===== src/rtl/l1_servo_pkg.sv =====
// Shared types and helpers for the L1 per-beam threshold servo.
// Optional feature macro used by this slice: L1_SERVO_COARSE_STEP_EN.
package l1_servo_pkg;

    typedef enum logic [1:0] {
        STOPPED   = 2'b00,
        WAITING   = 2'b01,
        SERVICING = 2'b10,
        DRAINING  = 2'b11
    } loop_state_t;

    localparam int unsigned START_THRESH_DEFAULT = 4500;
    localparam int unsigned COARSE_FACTOR        = 8;

    // Saturating step; arguments are wide so thr+step never wraps.
    function automatic logic [63:0] sat_step(
        input logic [63:0] thr,
        input logic [63:0] step,
        input logic        up,
        input logic [63:0] lo_lim,
        input logic [63:0] hi_lim
    );
        if (up)
            return (thr + step > hi_lim) ? hi_lim : thr + step;
        else
            return (thr < lo_lim + step) ? lo_lim : thr - step;
    endfunction

endpackage


===== src/rtl/l1_servo_compare.sv =====
// Registered compare/step stage: classifies a scaler count against target +/- delta
// and produces the saturated next threshold. Coarse step under L1_SERVO_COARSE_STEP_EN.
module l1_servo_compare
    import l1_servo_pkg::*;
#(
    parameter int unsigned THRESH_BITS  = 18,
    parameter int unsigned SCAL_BITS    = 24,
    parameter int unsigned STEP_BITS    = 12,
    parameter int unsigned THRESH_MIN   = 0,
    parameter int unsigned THRESH_MAX   = (1 << THRESH_BITS) - 1,
    parameter int unsigned COARSE_SHIFT = 3
) (
    input  logic                   clk,
    input  logic                   rst,
    input  logic                   en,
    input  logic [SCAL_BITS-1:0]   count,
    input  logic [SCAL_BITS-1:0]   target,
    input  logic [SCAL_BITS-1:0]   delta,
    input  logic [STEP_BITS-1:0]   step,
    input  logic [THRESH_BITS-1:0] thr,
    output logic [THRESH_BITS-1:0] new_thr
);

    logic [SCAL_BITS:0]     hi;
    logic [SCAL_BITS-1:0]   lo;
    logic [63:0]            eff_step;
    logic [THRESH_BITS-1:0] nxt;
`ifdef L1_SERVO_COARSE_STEP_EN
    localparam logic [63:0] STEP_LIM = (64'd1 << THRESH_BITS) - 64'd1;
    logic [SCAL_BITS-1:0]   dist;
`endif

    always_comb begin
        hi       = {1'b0, target} + {1'b0, delta};
        lo       = (target > delta) ? target - delta : '0;
        eff_step = 64'(step);
`ifdef L1_SERVO_COARSE_STEP_EN
        dist = (count > target) ? count - target : target - count;
        if (64'(dist) > 64'(delta) * 64'(COARSE_FACTOR)) begin
            eff_step = 64'(step) << COARSE_SHIFT;
            if (eff_step > STEP_LIM)
                eff_step = STEP_LIM;
        end
`endif
        if ({1'b0, count} > hi)
            nxt = THRESH_BITS'(sat_step(64'(thr), eff_step, 1'b1, 64'(THRESH_MIN), 64'(THRESH_MAX)));
        else if (count < lo)
            nxt = THRESH_BITS'(sat_step(64'(thr), eff_step, 1'b0, 64'(THRESH_MIN), 64'(THRESH_MAX)));
        else
            nxt = thr;
    end

    always_ff @(posedge clk or posedge rst) begin
        if (rst)
            new_thr <= '0;
        else if (en)
            new_thr <= nxt;
    end

endmodule


===== src/rtl/l1_thresh_servo.sv =====
// N-beam L1 threshold servo: per period, reads each beam's scaler, steps its threshold
// and writes it to the trigger via wr/ack. Coarse step option: L1_SERVO_COARSE_STEP_EN.
module l1_thresh_servo
    import l1_servo_pkg::*;
#(
    parameter int unsigned NBEAMS       = 48,
    parameter int unsigned THRESH_BITS  = 18,
    parameter int unsigned SCAL_BITS    = 24,
    parameter int unsigned STEP_BITS    = 12,
    parameter int unsigned START_THRESH = START_THRESH_DEFAULT,
    parameter int unsigned THRESH_MIN   = 0,
    parameter int unsigned THRESH_MAX   = (1 << THRESH_BITS) - 1,
    parameter int unsigned COARSE_SHIFT = 3
) (
    input  logic                   wb_clk_i,
    input  logic                   wb_rst_i,
    input  logic                   loop_enable_i,
    input  logic                   period_tick_i,
    input  logic [SCAL_BITS-1:0]   target_rate_i,
    input  logic [SCAL_BITS-1:0]   target_delta_i,
    input  logic [STEP_BITS-1:0]   step_i,
    output logic [1:0]             loop_state_o,
    output logic                   scal_req_o,
    output logic [5:0]             scal_idx_o,
    input  logic [SCAL_BITS-1:0]   scal_dat_i,
    input  logic                   scal_valid_i,
    output logic                   thresh_wr_o,
    output logic [5:0]             thresh_idx_o,
    output logic [THRESH_BITS-1:0] thresh_dat_o,
    input  logic                   thresh_ack_i,
    output logic                   thresh_update_o,
    input  logic                   init_wr_i,
    input  logic [5:0]             init_idx_i,
    input  logic [THRESH_BITS-1:0] init_dat_i,
    input  logic [5:0]             rd_idx_i,
    output logic [THRESH_BITS-1:0] rd_dat_o,
    output logic                   overrun_o
);

    typedef enum logic [1:0] {PH_REQ, PH_CALC, PH_WR} phase_t;

    loop_state_t            state_q, state_d;
    phase_t                 phase_q, phase_d;
    logic [5:0]             beam_q;
    logic [SCAL_BITS-1:0]   cnt_q;
    logic [THRESH_BITS-1:0] thr_mem [NBEAMS];
    logic [THRESH_BITS-1:0] new_thr;
    logic                   active, beam_clr, beam_inc, latch_cnt, calc_en, store, update_d;

    assign active = (state_q == SERVICING) || (state_q == DRAINING);

    always_ff @(posedge wb_clk_i or posedge wb_rst_i) begin
        if (wb_rst_i) begin
            state_q <= STOPPED;
            phase_q <= PH_REQ;
        end else begin
            state_q <= state_d;
            phase_q <= phase_d;
        end
    end

    always_comb begin
        state_d   = state_q;
        phase_d   = phase_q;
        beam_clr  = 1'b0;
        beam_inc  = 1'b0;
        latch_cnt = 1'b0;
        calc_en   = 1'b0;
        store     = 1'b0;
        update_d  = 1'b0;
        case (state_q)
            STOPPED: if (loop_enable_i) state_d = WAITING;
            WAITING: begin
                if (!loop_enable_i) begin
                    state_d = STOPPED;
                end else if (period_tick_i) begin
                    state_d  = SERVICING;
                    phase_d  = PH_REQ;
                    beam_clr = 1'b1;
                end
            end
            default: begin
                // Draining keeps walking the current beam's phases but stops at its ack.
                if (state_q == SERVICING && !loop_enable_i)
                    state_d = DRAINING;
                case (phase_q)
                    PH_REQ: if (scal_valid_i) begin
                        latch_cnt = 1'b1;
                        phase_d   = PH_CALC;
                    end
                    PH_CALC: begin
                        calc_en = 1'b1;
                        phase_d = PH_WR;
                    end
                    default: if (thresh_ack_i) begin
                        store   = 1'b1;
                        phase_d = PH_REQ;
                        if (state_q == DRAINING || !loop_enable_i) begin
                            state_d = STOPPED;
                        end else if (beam_q == 6'(NBEAMS - 1)) begin
                            state_d  = WAITING;
                            update_d = 1'b1;
                        end else begin
                            beam_inc = 1'b1;
                        end
                    end
                endcase
            end
        endcase
    end

    l1_servo_compare #(
        .THRESH_BITS (THRESH_BITS),
        .SCAL_BITS   (SCAL_BITS),
        .STEP_BITS   (STEP_BITS),
        .THRESH_MIN  (THRESH_MIN),
        .THRESH_MAX  (THRESH_MAX),
        .COARSE_SHIFT(COARSE_SHIFT)
    ) u_compare (
        .clk    (wb_clk_i),
        .rst    (wb_rst_i),
        .en     (calc_en),
        .count  (cnt_q),
        .target (target_rate_i),
        .delta  (target_delta_i),
        .step   (step_i),
        .thr    (thr_mem[beam_q]),
        .new_thr(new_thr)
    );

    always_ff @(posedge wb_clk_i or posedge wb_rst_i) begin
        if (wb_rst_i) begin
            beam_q          <= '0;
            cnt_q           <= '0;
            rd_dat_o        <= '0;
            overrun_o       <= 1'b0;
            thresh_update_o <= 1'b0;
            for (int unsigned i = 0; i < NBEAMS; i++)
                thr_mem[i] <= THRESH_BITS'(START_THRESH);
        end else begin
            thresh_update_o <= update_d;
            if (beam_clr)
                beam_q <= '0;
            else if (beam_inc)
                beam_q <= beam_q + 6'd1;
            if (latch_cnt)
                cnt_q <= scal_dat_i;
            if (store)
                thr_mem[beam_q] <= new_thr;
            else if (state_q == STOPPED && init_wr_i && 32'(init_idx_i) < NBEAMS)
                thr_mem[init_idx_i] <= init_dat_i;
            rd_dat_o <= (32'(rd_idx_i) < NBEAMS) ? thr_mem[rd_idx_i] : '0;
            if (period_tick_i && active)
                overrun_o <= 1'b1;
            else if (init_wr_i)
                overrun_o <= 1'b0;
        end
    end

    assign loop_state_o = state_q;
    assign scal_req_o   = active && (phase_q == PH_REQ);
    assign thresh_wr_o  = active && (phase_q == PH_WR);
    assign scal_idx_o   = beam_q;
    assign thresh_idx_o = beam_q;
    assign thresh_dat_o = new_thr;

endmodule


===== config.mk =====
export PLATFORM = sky130hd
export DESIGN_NAME = l1_thresh_servo
export DESIGN_NICKNAME = d
export VERILOG_FILES = /design/src/rtl/l1_servo_pkg.sv /design/src/rtl/l1_servo_compare.sv /design/src/rtl/l1_thresh_servo.sv
export SDC_FILE = /design/constraint.sdc
export NUM_CORES = 2
export LEC_CHECK = 0
export BUFFER_PORTS_ARGS = -buffer_cell sky130_fd_sc_hd__buf_2
export CORE_ASPECT_RATIO = 2
export CORE_MARGIN = 1.5
export CORE_UTILIZATION = 45
export CTS_BUF_LIST = sky130_fd_sc_hd__clkbuf_2
export DETAILED_ROUTE_END_ITERATION = 16
export PLACE_DENSITY = 0.67
export SYNTH_ARGS = -nofsm -noshare
export SYNTH_HDL_FRONTEND = slang
export SYNTH_SLANG_ARGS = --single-unit

===== constraint.sdc =====
create_clock -name wb_clk_i -period 34.5 [get_ports wb_clk_i]
set_input_delay 1.725 -clock wb_clk_i [delete_from_list [all_inputs] [get_ports wb_clk_i]]
set_output_delay 1.725 -clock wb_clk_i [all_outputs]
set_load 0.01 [all_outputs]

==> impl_metrics.tcl <==
set metrics [dict create \
    drv_cap 0 \
    cpMaxStageDelayCell "a31oi_1" \
    fmax_ghz 0.122 \
    grt_first_pass_wirelength_mm 422 \
    synth_edf_count 0 \
    worstHoldPathType "in -> async" \
    hpwl_mm 186 \
    stdcell_count 8194 \
    drt_iter0_markers 9321 \
    synth_area_per_cell_sq_um 9.43 \
    slowest_delay_ns 0.97 \
    relSlewSlack_pct 2.62 \
    synth_xor_area_share_pct 0.968 \
    path_clk_slew_ns 0.13 \
    crit_chain "nand2_1 -> nor2_4 -> buf_4 -> buf_4 -> a22oi_1 -> a31oi_1 -> nor4_1 -> nand2_1 -> ha_1 -> o21ai_0 -> a21oi_1 -> o31a_1 -> o41a_1 -> a41o_1 -> nand4bb_1 -> o21a_1 -> a221oi_1 -> a311oi_1" \
    synth-async-reset-ratio_pct 100 \
    pwr-share-clk_pct 19.3 \
    synth-seq-cells 936 \
    rsz0062_at_grt "false" \
    status "completed" \
    cts_setup_buffers 0 \
    cp_top_family "compound AO/OA/AOI/OAI gates" \
    worstPathArrival_ns 9.70 \
    vias_per_cell 7.47 \
    wirelength_mm 293 \
    cellInternalPower_mw 2.29 \
    hold_ws_ns 0.197 \
    vdd_drop_max_mv 0.0288 \
    die_h_um 518 \
    r2r_slack_ns 26.28 \
    tritoncts "yes" \
    htree_num_levels 4 \
    seqPwrFrac_pct 41.9 \
    rr_worst_depth 18 \
    drt-pass1-iter-count 10 \
    yosysWarningCount 0 \
    ys_seq_area_share_pct 39.7 \
    start_kind "register" \
    ctsResizeCount 0 \
    end_kind "register" \
    synth_top_area_share_pct 29.2 \
    ys_types 92 \
    hold_violations 0 \
    skew_ns 0.194 \
    synthFlopType "dfrtp_1" \
    die_area_sq_um 135000 \
    num_vias 61219 \
    synth_top_family_by_area "compound AO/OA/AOI/OAI gates" \
    p_per_area_nw_per_um2 62.9 \
    critPathMaxFanout 43 \
    r2r_start "scal_idx_o[2]" \
    final_nets 6527 \
    antenna_found_initial 34 \
    yosys.area_share.simple_pct 10.7 \
    die_w_um 261 \
    total_power_mw 4.07 \
    yosys.area.top_type "dfrtp_1" \
    fill_cells 12367 \
    grt_pass1_vias 60437 \
    worstPathRequired_ns 35.98 \
    combinationalPowerShare_pct 38.7 \
    worst_pin_slew_ns 1.46 \
    synth_nets 6578 \
    drc 0 \
    cp_num_cells 18 \
    finalCritPeriodShare_pct 23.8 \
    crit_end "u_compare.new_thr[7]" \
    multi_input_area_sq_um 33600 \
    grt_overflow 0 \
    num_io_pins 175 \
    clk_latency_ns 1.70 \
    ctsHoldBuffers 0 \
    yosysMostFrequentCell "nor2_1" \
    synth_common_cells "nor2_1 (1,046), a22oi_1 (1,044), a21oi_1 (954)" \
    syn_to_final_growth_pct 8.30 \
    clockBufferDepth 4 \
    placed_cells_incl_taps 7770 \
    clock-sinks 936 \
    power_leakage_nw 24.8 \
    grt_start_max_net_pins 182 \
    power.switching_mw 1.78 \
    core_area_sq_um 131000 \
    path_buf_inv 2 \
    cts-root-buf "clkbuf_2" \
    finalInstanceArea_sq_um 64700 \
    setup_violations 0 \
    placementRows 188 \
    startpoint "scal_idx_o[2]" \
    dpl-instance-area_sq_um 62600 \
    drive_gt1_share_pct 22.7 \
    gp_congestion 1.01 \
    r2r-end "u_compare.new_thr[7]" \
    start_util_pct 45.4 \
    synth-compound-area-share_pct 27.9 \
    path_class "reg -> reg" \
    numCtsBuffers 219 \
    wl_per_cell_um 35.8 \
    synthCells 6332 \
    seq_area_sq_um 23700 \
    drtAntennaViolNets 0 \
    synthAdderAreaFrac_pct 2.67 \
    grt.total_usage_pct 43.2 \
    finalCriticalPeriod_ns 8.22 \
    setup-tns-final_ns 0 \
    synth_mux_area_share_pct 12.8 \
    syn_area_sq_um 59700 \
    io_buffers 174 \
    swShare_pct 43.8 \
    synth_area_leaders "dfrtp_1 (29%), a22oi_1 (13%), mux4_2 (11%), dfstp_2 (11%), a21oi_1 (8.0%)" \
    slew_viol_final 0 \
]
[cell usage in the layout (no fill, tap or decap), types with 92 or more instances in the layout]
cell type,Yosys,routed
mux4_2,285,285
a21oi_1,954,954
nand2_1,171,170
clkbuf_2,0,341
inv_1,93,92
ha_1,121,121
nor2_1,1046,1042
a22oi_1,1044,1044
dfstp_2,240,240
buf_2,34,170
buf_4,18,243
dfrtp_1,696,693
[worst min-delay path by stage]
stage,from,end,slack (ns),cells past startpoint
after floorplan,thr_mem[210],thr_mem[210],0.46,2
after global placement,thr_mem[206],thr_mem[206],0.48,2
after detailed placement,thr_mem[206],thr_mem[206],0.48,2
after CTS,wb_rst_i,thr_mem[514],0.28,2
after global routing,wb_rst_i,thr_mem[558],0.28,2
final,wb_rst_i,thr_mem[558],0.20,2
[per-layer routing]
layer  up-vias  routed length [um]  track usage (%)
met5         -                 177            0.219
met3      2254               38400             15.6
met1     29312               86300             44.9
met4        22               38600             45.1
li1      23941                   -                -
met2      5690              130000             65.0
[registers in the layout, indices dropped and copies added, names as in the netlist]
name	count
thr_mem	864
cnt_q	24
rd_dat_o	18
u_compare.new_thr	18
scal_idx_o	6
loop_state_o	2
phase_q	2
overrun_o	1
thresh_update_o	1
[power by group through the flow]
stage               sequential, mW  combinational, mW  clock, mW
global placement              1.69               1.46          0
CTS                           1.68               1.50      0.780
finish                        1.71               1.58      0.785
global route                  1.73               1.66      0.834
floorplan                     1.60               1.04          0
detailed placement            1.71               1.50          0
[area by class of cell]
type | count | share of cell area, %
sequential | 936 | 36.7
timing repair buffer | 418 | 4.28
antenna | 26 | 0.101
inverter | 95 | 0.563
tap | 1710 | 3.31
clock buffer | 341 | 2.64
clock inverter | 57 | 0.424
multi-input combinational | 4611 | 52.0
[cells by family (layout without fill, tap and decap cells)]
kind of cell | after synthesis | after routing
AO/OA/AOI/OAI | 2524 | 2524
XOR/XNOR | 66 | 66
adder cells (fa/ha/maj) | 125 | 125
buffers and inverters | 785 | 911
flip-flops | 936 | 936
multiplexers | 402 | 402
other | 0 | 26
AND/OR/NAND/NOR | 1494 | 1494
[per-stage QoR]
stage | worst slack (ns) | util (%)
global route | 26.40 | 49.2
floorplan | 6.85 | -
finish | 26.28 | 49.2
detailed placement | 26.97 | 47.6
global placement | 27.07 | 47.6
CTS | 27.33 | 49.1
[worst reg2reg max path, stage by stage, from the launching register on]
cell and delay, ns:
dfrtp_4 0.76, nand2_1 0.75, nor2_4 0.25, buf_4 0.52, buf_4 0.94, a22oi_1 0.20, a31oi_1 0.97, nor4_1 0.23
nand2_1 0.42, ha_1 0.45, o21ai_0 0.14, a21oi_1 0.09, o31a_1 0.32, o41a_1 0.41, a41o_1 0.38, nand4bb_1 0.48
o21a_1 0.48, a221oi_1 0.32, a311oi_1 0.09
Note: power is estimated with default switching activity, not from simulation.
